[config.mk]
export PLATFORM = sky130hd
export DESIGN_NAME = bus_stream_master
export DESIGN_NICKNAME = d
export VERILOG_FILES = /design/src/rtl/bus_pkg.sv /design/src/rtl/bus_sync_fifo.sv /design/src/rtl/bus_stream_master.sv
export SDC_FILE = /design/constraint.sdc
export NUM_CORES = 1
export LEC_CHECK = 0
export CORE_ASPECT_RATIO = 1.75
export CORE_UTILIZATION = 55
export DETAILED_ROUTE_END_ITERATION = 16
export DONT_BUFFER_PORTS = 1
export PLACE_DENSITY = 0.7
export SETUP_SLACK_MARGIN = 0.4
export SYNTH_ARGS = -nofsm -noshare
export SYNTH_HDL_FRONTEND = slang
export SYNTH_SLANG_ARGS = --single-unit
[constraint.sdc]
create_clock -name ctrl_clk -period 5.4 [get_ports ctrl_clk]
set_input_delay 0.81 -clock ctrl_clk [delete_from_list [all_inputs] [get_ports ctrl_clk]]
set_output_delay 0.81 -clock ctrl_clk [all_outputs]
set_load 0.03 [all_outputs]
[src/rtl/bus_pkg.sv]
// Shared types and width helpers for the bus_stream_master slice.
//   wr_state_t : write-channel FSM states
//   rd_state_t : read-channel FSM states
//   cnt_width  : word-counter width, $clog2(max(words,2))
//   ptr_width  : FIFO pointer width for a power-of-two depth
package bus_pkg;

  typedef enum logic {
    W_IDLE = 1'b0,
    W_REQ  = 1'b1
  } wr_state_t;

  typedef enum logic {
    R_IDLE = 1'b0,
    R_REQ  = 1'b1
  } rd_state_t;

  function automatic int cnt_width(input int words);
    return (words < 2) ? 1 : $clog2(words);
  endfunction

  function automatic int ptr_width(input int depth);
    return $clog2(depth);
  endfunction

endpackage

[src/rtl/bus_sync_fifo.sv]
// Single-clock show-ahead FIFO absorbing write-channel back-pressure.
//   clk, rst_n : clock, asynchronous active-low reset
//   push, din  : write request and data (ignored while full)
//   pop        : read request (ignored while empty)
//   head       : word at the FIFO head, valid whenever !empty
//   full/empty : registered status flags
//   count      : number of stored words
module bus_sync_fifo
  import bus_pkg::*;
#(
  parameter int WIDTH = 32,
  parameter int DEPTH = 16
) (
  input  logic                     clk,
  input  logic                     rst_n,
  input  logic                     push,
  input  logic [WIDTH-1:0]         din,
  input  logic                     pop,
  output logic [WIDTH-1:0]         head,
  output logic                     full,
  output logic                     empty,
  output logic [$clog2(DEPTH):0]   count
);

  localparam int PW = ptr_width(DEPTH);
  localparam int CW = PW + 1;

  logic [WIDTH-1:0] mem [DEPTH];
  logic [PW-1:0]    wr_ptr;
  logic [PW-1:0]    rd_ptr;
  logic             do_push;
  logic             do_pop;
  logic [CW-1:0]    count_nxt;

  // Flags are registered, so a pop in the same cycle never makes room for a push.
  assign do_push = push && !full;
  assign do_pop  = pop && !empty;

  always_comb begin
    count_nxt = count;
    if (do_push && !do_pop) begin
      count_nxt = count + CW'(1);
    end else if (!do_push && do_pop) begin
      count_nxt = count - CW'(1);
    end
  end

  always_ff @(posedge clk or negedge rst_n) begin
    if (!rst_n) begin
      wr_ptr <= '0;
      rd_ptr <= '0;
      count  <= '0;
      full   <= 1'b0;
      empty  <= 1'b1;
    end else begin
      if (do_push) wr_ptr <= wr_ptr + PW'(1);
      if (do_pop)  rd_ptr <= rd_ptr + PW'(1);
      count <= count_nxt;
      full  <= (count_nxt == CW'(DEPTH));
      empty <= (count_nxt == '0);
    end
  end

  // Storage carries no reset; contents are meaningless once the pointers reset.
  always_ff @(posedge clk) begin
    if (do_push) mem[wr_ptr] <= din;
  end

  assign head = mem[rd_ptr];

endmodule

[src/rtl/bus_stream_master.sv]
// Dual-channel Avalon-MM master for the frame buffer.
// Write channel: iData/iValid stream -> FIFO -> consecutive word writes into a
// wrapping region of WR_WORDS words at WR_BASE. iReady = !full; wr_overflow is
// a sticky flag for words offered while full.
// Read channel: read_init (in idle) fetches RD_WORDS consecutive words from
// RD_BASE and emits them on oData/oValid, with rd_done on the last word.
//   ctrl_clk, reset_n            : clock, asynchronous active-low reset
//   avm_write_* / avm_writedata  : write master port
//   avm_read_* / avm_readdata    : read master port
module bus_stream_master
  import bus_pkg::*;
#(
  parameter int DATA_W     = 32,
  parameter int ADDR_W     = 32,
  parameter int FIFO_DEPTH = 16,
  parameter int WR_BASE    = 0,
  parameter int WR_WORDS   = 76800,
  parameter int RD_BASE    = 0,
  parameter int RD_WORDS   = 76800
) (
  input  logic              ctrl_clk,
  input  logic              reset_n,
  input  logic [DATA_W-1:0] iData,
  input  logic              iValid,
  output logic              iReady,
  output logic              wr_overflow,
  output logic [ADDR_W-1:0] avm_write_address,
  output logic              avm_write,
  output logic [DATA_W-1:0] avm_writedata,
  input  logic              avm_write_waitrequest,
  input  logic              read_init,
  output logic [ADDR_W-1:0] avm_read_address,
  output logic              avm_read,
  input  logic [DATA_W-1:0] avm_readdata,
  input  logic              avm_read_waitrequest,
  output logic [DATA_W-1:0] oData,
  output logic              oValid,
  output logic              rd_done
);

  localparam int BYTES = DATA_W / 8;
  localparam int WCW   = cnt_width(WR_WORDS);
  localparam int RCW   = cnt_width(RD_WORDS);
  localparam int FCW   = $clog2(FIFO_DEPTH) + 1;

  localparam logic [ADDR_W-1:0] STEP      = ADDR_W'(BYTES);
  localparam logic [ADDR_W-1:0] WR_BASE_A = ADDR_W'(WR_BASE);
  localparam logic [ADDR_W-1:0] RD_BASE_A = ADDR_W'(RD_BASE);
  localparam logic [WCW-1:0]    WR_LAST   = WCW'(WR_WORDS - 1);
  localparam logic [RCW-1:0]    RD_LAST   = RCW'(RD_WORDS - 1);

  wr_state_t      wr_state, wr_state_nxt;
  rd_state_t      rd_state, rd_state_nxt;
  logic [WCW-1:0] wr_cnt;
  logic [RCW-1:0] rd_cnt;
  logic           wr_accept;
  logic           rd_accept;
  logic           rd_last;
  logic           fifo_full;
  logic           fifo_empty;
  logic [FCW-1:0] fifo_count;

  // ---------------- write channel ----------------
  bus_sync_fifo #(
    .WIDTH (DATA_W),
    .DEPTH (FIFO_DEPTH)
  ) u_fifo (
    .clk   (ctrl_clk),
    .rst_n (reset_n),
    .push  (iValid),
    .din   (iData),
    .pop   (wr_accept),
    .head  (avm_writedata),
    .full  (fifo_full),
    .empty (fifo_empty),
    .count (fifo_count)
  );

  assign iReady    = !fifo_full;
  assign wr_accept = avm_write && !avm_write_waitrequest;

  always_ff @(posedge ctrl_clk or negedge reset_n) begin
    if (!reset_n) wr_state <= W_IDLE;
    else          wr_state <= wr_state_nxt;
  end

  // Staying in W_REQ needs a second word behind the one being accepted;
  // the head after the pop is only visible through the registered pointers.
  always_comb begin
    wr_state_nxt = wr_state;
    case (wr_state)
      W_IDLE:  if (!fifo_empty) wr_state_nxt = W_REQ;
      W_REQ:   if (wr_accept && (fifo_count < FCW'(2))) wr_state_nxt = W_IDLE;
      default: wr_state_nxt = W_IDLE;
    endcase
  end

  always_comb begin
    avm_write = (wr_state == W_REQ);
  end

  always_ff @(posedge ctrl_clk or negedge reset_n) begin
    if (!reset_n) begin
      avm_write_address <= WR_BASE_A;
      wr_cnt            <= '0;
      wr_overflow       <= 1'b0;
    end else begin
      if (iValid && fifo_full) wr_overflow <= 1'b1;
      if (wr_accept) begin
        if (wr_cnt == WR_LAST) begin
          avm_write_address <= WR_BASE_A;
          wr_cnt            <= '0;
        end else begin
          avm_write_address <= avm_write_address + STEP;
          wr_cnt            <= wr_cnt + WCW'(1);
        end
      end
    end
  end

  // ---------------- read channel ----------------
  assign rd_accept = avm_read && !avm_read_waitrequest;
  assign rd_last   = (rd_cnt == RD_LAST);

  always_ff @(posedge ctrl_clk or negedge reset_n) begin
    if (!reset_n) rd_state <= R_IDLE;
    else          rd_state <= rd_state_nxt;
  end

  always_comb begin
    rd_state_nxt = rd_state;
    case (rd_state)
      R_IDLE:  if (read_init) rd_state_nxt = R_REQ;
      R_REQ:   if (rd_accept && rd_last) rd_state_nxt = R_IDLE;
      default: rd_state_nxt = R_IDLE;
    endcase
  end

  always_comb begin
    avm_read = (rd_state == R_REQ);
  end

  always_ff @(posedge ctrl_clk or negedge reset_n) begin
    if (!reset_n) begin
      avm_read_address <= RD_BASE_A;
      rd_cnt           <= '0;
      oData            <= '0;
      oValid           <= 1'b0;
      rd_done          <= 1'b0;
    end else begin
      oValid  <= rd_accept;
      rd_done <= rd_accept && rd_last;
      if (rd_accept) begin
        oData <= avm_readdata;
        if (rd_last) begin
          avm_read_address <= RD_BASE_A;
          rd_cnt           <= '0;
        end else begin
          avm_read_address <= avm_read_address + STEP;
          rd_cnt           <= rd_cnt + RCW'(1);
        end
      end
    end
  end

endmodule

==> results of run 1 <==
Yosys cell counts, types with 2 or more instances:
master	n
mux2i_1	34
buf_4	5
nor3b_1	2
and3_1	10
nand3_1	35
a211oi_1	32
edfxtp_1	512
ha_1	11
nor4b_1	2
and2_1	19
a21oi_1	39
buf_2	21
xnor2_1	50
clkbuf_1	44
and4_1	9
inv_1	16
or3_1	6
nor3_1	20
xor2_1	34
or4_1	5
nand2b_1	6
a21o_1	3
nor2_1	82
dfrtp_1	145
a22o_1	4
nor2b_1	36
o31ai_1	3
o21ai_0	14
or2_2	4
buf_1	8
mux4_2	128
nor4_1	13
nand2_1	143
nand4_1	36
where the power goes:
part	switching (µW)	internal [µW]
clock network	1800	2180
registers	748	6040
logic	1990	1480
layout make-up:
| type | instances | share of cell area (%) |
|---|---|---|
| diodes | 1 | 0.00869 |
| clock buffers | 68 | 5.21 |
| clock inverters | 35 | 1.10 |
| inverters | 16 | 0.209 |
| multi-input cells | 799 | 24.1 |
| flip-flops and latches | 658 | 66.1 |
| well taps | 588 | 2.55 |
| repair buffers | 18 | 0.669 |
per-layer routing:
layer / wire [µm] / GRT usage [%] / vias up
met5: 0 / 0 / -
met4: 1420 / 6.58 / 0
met3: 3130 / 4.60 / 82
met2: 28800 / 40.7 / 390
met1: 19300 / 24.9 / 6954
li1: - / - / 5948
per-stage QoR:
stage / worst slack [ns] / hold WS [ns] / instance area (µm²) / power, µW / cells
final: 1.37 / 0.0604 / 28800 / 14200 / 2183
after global routing: 1.20 / 0.0293 / 28800 / 14800 / 2182
after CTS: 1.28 / 0.0266 / 28800 / 14400 / 2182
after detailed placement: 1.97 / 0.472 / 26900 / 10400 / 2078
after global placement: 1.93 / 0.451 / 26900 / 10300 / 2078
after floorplan: 2.46 / 0.435 / 26300 / 9520 / 1551
timing repair:
action | CTS | global route
hold endpoints to repair | 145 | 0
hold buffers | 1 | 0
endpoints found under the setup margin | 0 | 0
flip-flops by register name, indices dropped and copies added, names as in the netlist:
name	flops
u_fifo.mem	512
oData	32
avm_read_address	30
avm_write_address	30
rd_cnt	17
wr_cnt	17
u_fifo.count	5
u_fifo.rd_ptr	4
u_fifo.wr_ptr	4
avm_read	1
avm_write	1
oValid	1
rd_done	1
u_fifo.empty	1
u_fifo.full	1
wr_overflow	1
worst reg2reg max path, cell delays in order (launching register included):
cell and delay (ns):
dfrtp_1 0.41, ha_1 0.20, nand3_1 0.18, or4_1 0.62, nor2_2 0.55, buf_4 0.37
nor2b_1 0.08, mux2_2 0.26
worst min-delay path by stage:
stage / to / slack [ns] / cells past startpoint / start
after CTS: u_fifo.empty / 0.03 / 0 / reset_n
after global placement: wr_cnt[8] / 0.45 / 1 / wr_cnt[8]
final: u_fifo.empty / 0.06 / 0 / reset_n
after floorplan: wr_cnt[8] / 0.43 / 1 / wr_cnt[8]
after global routing: u_fifo.empty / 0.03 / 0 / reset_n
after detailed placement: wr_cnt[8] / 0.47 / 1 / wr_cnt[8]
cell families (layout without fill, tap and decap cells):
group	after synthesis	count (layout)
AND/OR/NAND/NOR	437	437
flip-flops	658	658
multiplexers	163	163
adder cells (fa/ha/maj)	11	11
XOR/XNOR	84	84
other	1	5
buffers and inverters	94	137
AO/OA/AOI/OAI	100	100
==> results.json, run 1 <==
{
  "synth_mux_area_share_pct": 12.3,
  "grt_pass1_wl_mm": 80.3,
  "cts_buffers": 56,
  "ff2ff_setup_slack_ns": 2.61,
  "tightestPinTransition_ns": 1.29,
  "status": "finished, final reports clean",
  "p_leak_uw": 0.00999,
  "drt-pass1-iter-count": 5,
  "setup-tns-final_ns": 0,
  "peakVddDrop_mv": 0.333,
  "io_buffers": 0,
  "clock_path_buffers": 3,
  "place_congestion": 0.844,
  "r2r-end": "avm_read_address[31]",
  "root_buffer": "clkbuf_16",
  "synthXorXnorAreaFrac_pct": 2.79,
  "path_clk_slew_ns": 0.06,
  "critPathKind": "flop to output pin",
  "rr_worst_depth": 7,
  "ys_types": 51,
  "drv_slew": 0,
  "avgSynthCellArea_um2": 17.0,
  "drt_iter0_drc": 1026,
  "synth_top_area_share_pct": 58.4,
  "setup_viol": 0,
  "cp-end-kind": "output pin",
  "synth-edff-count": 512,
  "syn-cell-area_um2": 26300,
  "clock.fmax_ghz": 0.248,
  "finalHoldViolCount": 0,
  "die_w_um": 167,
  "crit_arrival_ns": 3.22,
  "drive_above_1_share_pct": 16.4,
  "power.density_nw_per_um2": 494,
  "r2r_start": "rd_cnt[0]",
  "final_nets": 1630,
  "critPathTopFamily": "flip-flops",
  "vias": 13400,
  "maxCapViolCount": 0,
  "htreeDepth": 2,
  "cts.sinks": 658,
  "grt_pass1_vias": 13800,
  "cp_num_buf_inv": 1,
  "synth-compound-area-share_pct": 2.37,
  "final_antenna_net_count": 0,
  "crit_end": "avm_writedata[18]",
  "mostFrequentLayoutCell": "edfxtp_1",
  "cp_slowest_stage_delay_ns": 1.08,
  "synth_top_family_by_area": "multiplexers",
  "worstSkewPairLatency_ns": 0.61,
  "synthAdderAreaFrac_pct": 0.523,
  "fin_crit_ns": 4.03,
  "ys_ff_latch": 658,
  "io-pin-count": 204,
  "dp_hpwl_mm": 30.4,
  "start_kind": "flop",
  "path_cells": "buf_4 -> mux4_2 -> mux2i_1 -> a21oi_1",
  "track_usage_pct": 21.8,
  "path_depth": 4,
  "multi_input_area_um2": 6950,
  "layout_common_cells": "edfxtp_1, nand2_1, dfrtp_1",
  "ctsResizeCount": 0,
  "gr-total-overflow": 0,
  "synthArstFlopShare_pct": 22.2,
  "clock_skew_ns": 0.0202,
  "slowest_stage": "dfrtp_4",
  "rows": 105,
  "die_height_um": 291,
  "slew_headroom_pct": 13.9,
  "netlist_instances": 1548,
  "drc_errors": 0,
  "synth_top_area_cell": "edfxtp_1",
  "vias_per_cell": 6.13,
  "core-area_um2": 47000,
  "synth_area_leaders": "edfxtp_1, dfrtp_1, mux4_2",
  "register_area_um2": 19000,
  "utilization_pct": 61.2,
  "yosysSeqAreaShare_pct": 72.3,
  "min_period_over_period_pct": 74.6,
  "worstSetupStartpoint": "u_fifo.rd_ptr[1]",
  "cts_setup_buffers": 0,
  "die_area_um2": 48800,
  "wire_per_inst_um": 24.1,
  "synth_flop_cell": "edfxtp_1",
  "start_util_pct": 56.0,
  "wl_mm": 52.6,
  "grt_start_max_net_pins": 146,
  "area_delta_synth_final_pct": 9.34,
  "fill_cells": 3371,
  "antenna_found_initial": 0,
  "yosys_warnings": 0,
  "required_ns": 4.59,
  "cts_tree": "yes",
  "synthSimpleGateAreaFrac_pct": 8.25,
  "worstHoldPathType": "input port to asynchronous set/reset pin",
  "rsz0062_at_grt": "no",
  "cp_max_fo": 73
}
No activity file was read; power rests on OpenSTA's default activity.
==> run 2, diff against run 1 <==
Settings changed: ABC_AREA set to 1, PLACE_DENSITY 0.7 to 0.73.
Clock period 5.4 ns to 3.4 ns, I/O delays scaled along.
==> run 2 against run 1 <==
The flow now finishes with violations (hold timing). Total power up 80%. Count of clock-buffer cells in the layout rose by 4. Synthesized cell count rose by 73%. Die area is 7.8% higher. Flip-flop and latch count is the same. Sequential share of layout area decreased by 6.7 points. Register-to-register slack lost 1.8 ns. Design area up 11%. Critical endpoint is now avm_writedata[7].
==> results.json, run 2 <==
{
  "crit_arrival_ns": 2.46,
  "vias": 19600,
  "path_clk_slew_ns": 0.06,
  "root_buffer": "clkbuf_16",
  "diodes": 0,
  "synth_top_area_share_pct": 54.1,
  "ys_ff_latch": 658,
  "drv_slew": 0,
  "cts_buffers": 57,
  "yosys_warnings": 0,
  "p_leak_uw": 0.0130,
  "drt_iter0_drc": 1739,
  "clock_skew_ns": 0.0272,
  "grt_pass1_wl_mm": 103,
  "core-area_um2": 50700,
  "io_buffers": 0,
  "regMostFlops": "u_fifo.mem",
  "synth-compound-area-share_pct": 8.85,
  "synthAdderAreaFrac_pct": 0.484,
  "start_kind": "flop",
  "mostFrequentLayoutCell": "edfxtp_1",
  "top_regs": "u_fifo.mem (512), oData (32)",
  "netlist_instances": 2679,
  "rows": 109,
  "avgSynthCellArea_um2": 10.6,
  "place_congestion": 0.894,
  "synth_top_area_cell": "edfxtp_1",
  "holdBufCountCts": 38,
  "dp_hpwl_mm": 41.0,
  "clock.fmax_ghz": 0.337,
  "start_util_pct": 56.0,
  "synth.most_common_cell": "edfxtp_1",
  "synthXorXnorAreaFrac_pct": 1.14,
  "cts_tree": "yes",
  "drt-pass1-iter-count": 5,
  "fin_crit_ns": 2.97,
  "synthSimpleGateAreaFrac_pct": 15.3,
  "final_nets": 2814,
  "utilization_pct": 63.1,
  "rsz0062_at_grt": "yes",
  "min_period_over_period_pct": 87.3,
  "cp_max_fo": 51,
  "critPathKind": "flop to output pin",
  "required_ns": 2.89,
  "io-pin-count": 204,
  "setup-tns-final_ns": 0,
  "syn-cell-area_um2": 28400,
  "synthArstFlopShare_pct": 22.2,
  "track_usage_pct": 25.2,
  "synth_area_leaders": "edfxtp_1, dfrtp_1, nand2_1",
  "cp-end-kind": "output pin",
  "peakVddDrop_mv": 0.685,
  "clock_path_buffers": 3,
  "htreeDepth": 2,
  "wire_per_inst_um": 19.4,
  "synth_top_family_by_area": "simple AND/OR/NAND/NOR gates",
  "largest_reg_flops": 512,
  "finalHoldViolCount": 146,
  "drive_above_1_share_pct": 7.66,
  "setup_viol": 0,
  "tightestPinTransition_ns": 0.747,
  "final_antenna_net_count": 0,
  "yosys-top-cells-count": "edfxtp_1, nand2_1, inv_1",
  "cts.sinks": 658,
  "layout_common_cells": "edfxtp_1, nand2_1, inv_1",
  "vias_per_cell": 5.67,
  "fill_cells": 3874,
  "drc_errors": 0,
  "violations": "hold timing",
  "area_delta_synth_final_pct": 12.6,
  "power.density_nw_per_um2": 801,
  "synth_flop_cell": "edfxtp_1",
  "status": "finished with violations",
  "grt_pass1_vias": 19100,
  "wl_mm": 67.0,
  "yosysSeqAreaShare_pct": 67.0,
  "grt_start_max_net_pins": 147,
  "maxCapViolCount": 0,
  "gr-total-overflow": 0,
  "synth-edff-count": 512,
  "antenna_found_initial": 1,
  "synth_mux_area_share_pct": 0.0352,
  "die_area_um2": 52600,
  "worstSkewPairLatency_ns": 0.61,
  "die_w_um": 174,
  "hold-worst-slack_ns": -0.394,
  "worstHoldPathType": "input port to asynchronous set/reset pin",
  "slew_headroom_pct": 50.1,
  "ys_types": 39,
  "die_height_um": 303
}
[run 2: changes by cell type after synthesis, sizes merged, moves of 33 or more]
cell,before,now
inv,16,385
nand2,143,504
nand3,35,275
o21ai,14,155
mux4,128,0
o211ai,1,128
a21oi,39,145
nor2,82,184
buf,34,83
xnor2,50,6
nor2b,36,0
mux2i,34,1
[run 2: layout make-up]
| type | count | area [µm²] | share of cell area [%] |
|---|---|---|---|
| well taps | 666 | 833 | 2.60 |
| clock buffers | 72 | 1560 | 4.86 |
| multi-input cells | 1507 | 7460 | 23.3 |
| inverters | 387 | 1460 | 4.56 |
| repair buffers | 122 | 1280 | 4.01 |
| flip-flops and latches | 658 | 19000 | 59.5 |
| clock inverters | 34 | 380 | 1.19 |
[run 2: path summary, 6_finish.rpt]
kind | start | to | slack (ns) | cells after the start
max | u_fifo.rd_ptr[0] | avm_writedata[7] | 0.43 | 7
min | reset_n | avm_read_address[24] | -0.39 | 0
max reg2reg | u_fifo.full | u_fifo.mem[7][7] | 0.85 | 6
min reg2reg | u_fifo.full | wr_overflow | 0.50 | 1
max in group asynchronous | reset_n | u_fifo.empty | 3.52 | 0
min in group ctrl_clk | avm_readdata[8] | oData[8] | 0.02 | 2
[run 2: through the flow]
stage / power [µW] / setup slack, ns / cells / hold slack, ns / area (µm²)
6_report: 25600 / 0.433 / 3446 / -0.394 / 32000
4_1_cts: 25600 / 0.405 / 3439 / -0.420 / 31900
5_1_grt: 26900 / 0.331 / 3446 / -0.414 / 32000
3_3_place_gp: 18500 / 0.851 / 3292 / 0.218 / 29500
2_1_floorplan: 16000 / 0.700 / 2682 / 0.214 / 28400
3_5_place_dp: 18700 / 0.805 / 3292 / 0.217 / 29500
[run 2: timing repair]
item / 4_1_cts / 5_1_grt
setup buffers: 3 / 5
cloned: 0 / 2
hold endpoints to repair: 664 / 146
resized for setup: 4 / 2
endpoints found under the setup margin: 32 / 18
[run 2: per-layer routing]
metal / routed length, µm / track usage (%) / part of all wire (%)
met5: 14 / 0 / 0.021
met4: 2430 / 10.6 / 3.6
met3: 3910 / 3.92 / 5.8
met2: 36000 / 47.0 / 54
met1: 24700 / 28.4 / 37
[run 2: power breakdown]
group	switching, µW	total [µW]	internal (µW)	leakage (µW)
registers	870	10500	9620	0.00637
clock network	2900	6690	3790	0.000930
logic	5760	8470	2710	0.00567
[run 2: kinds of logic after synthesis]
family | after synthesis
AO/OA/AOI/OAI | 435
XOR/XNOR | 37
adder cells (fa/ha/maj) | 11
buffers and inverters | 517
flip-flops | 658
multiplexers | 1
other | 1
AND/OR/NAND/NOR | 1019
[run 2: worst max-delay path, cell delays in order, from the launching register on]
cell	delay, ns
dfrtp_4	0.61
buf_4	0.20
clkbuf_16	0.22
o21ai_0	0.19
nand3_1	0.12
nand3_1	0.19
nand2_1	0.09
buf_4	0.19
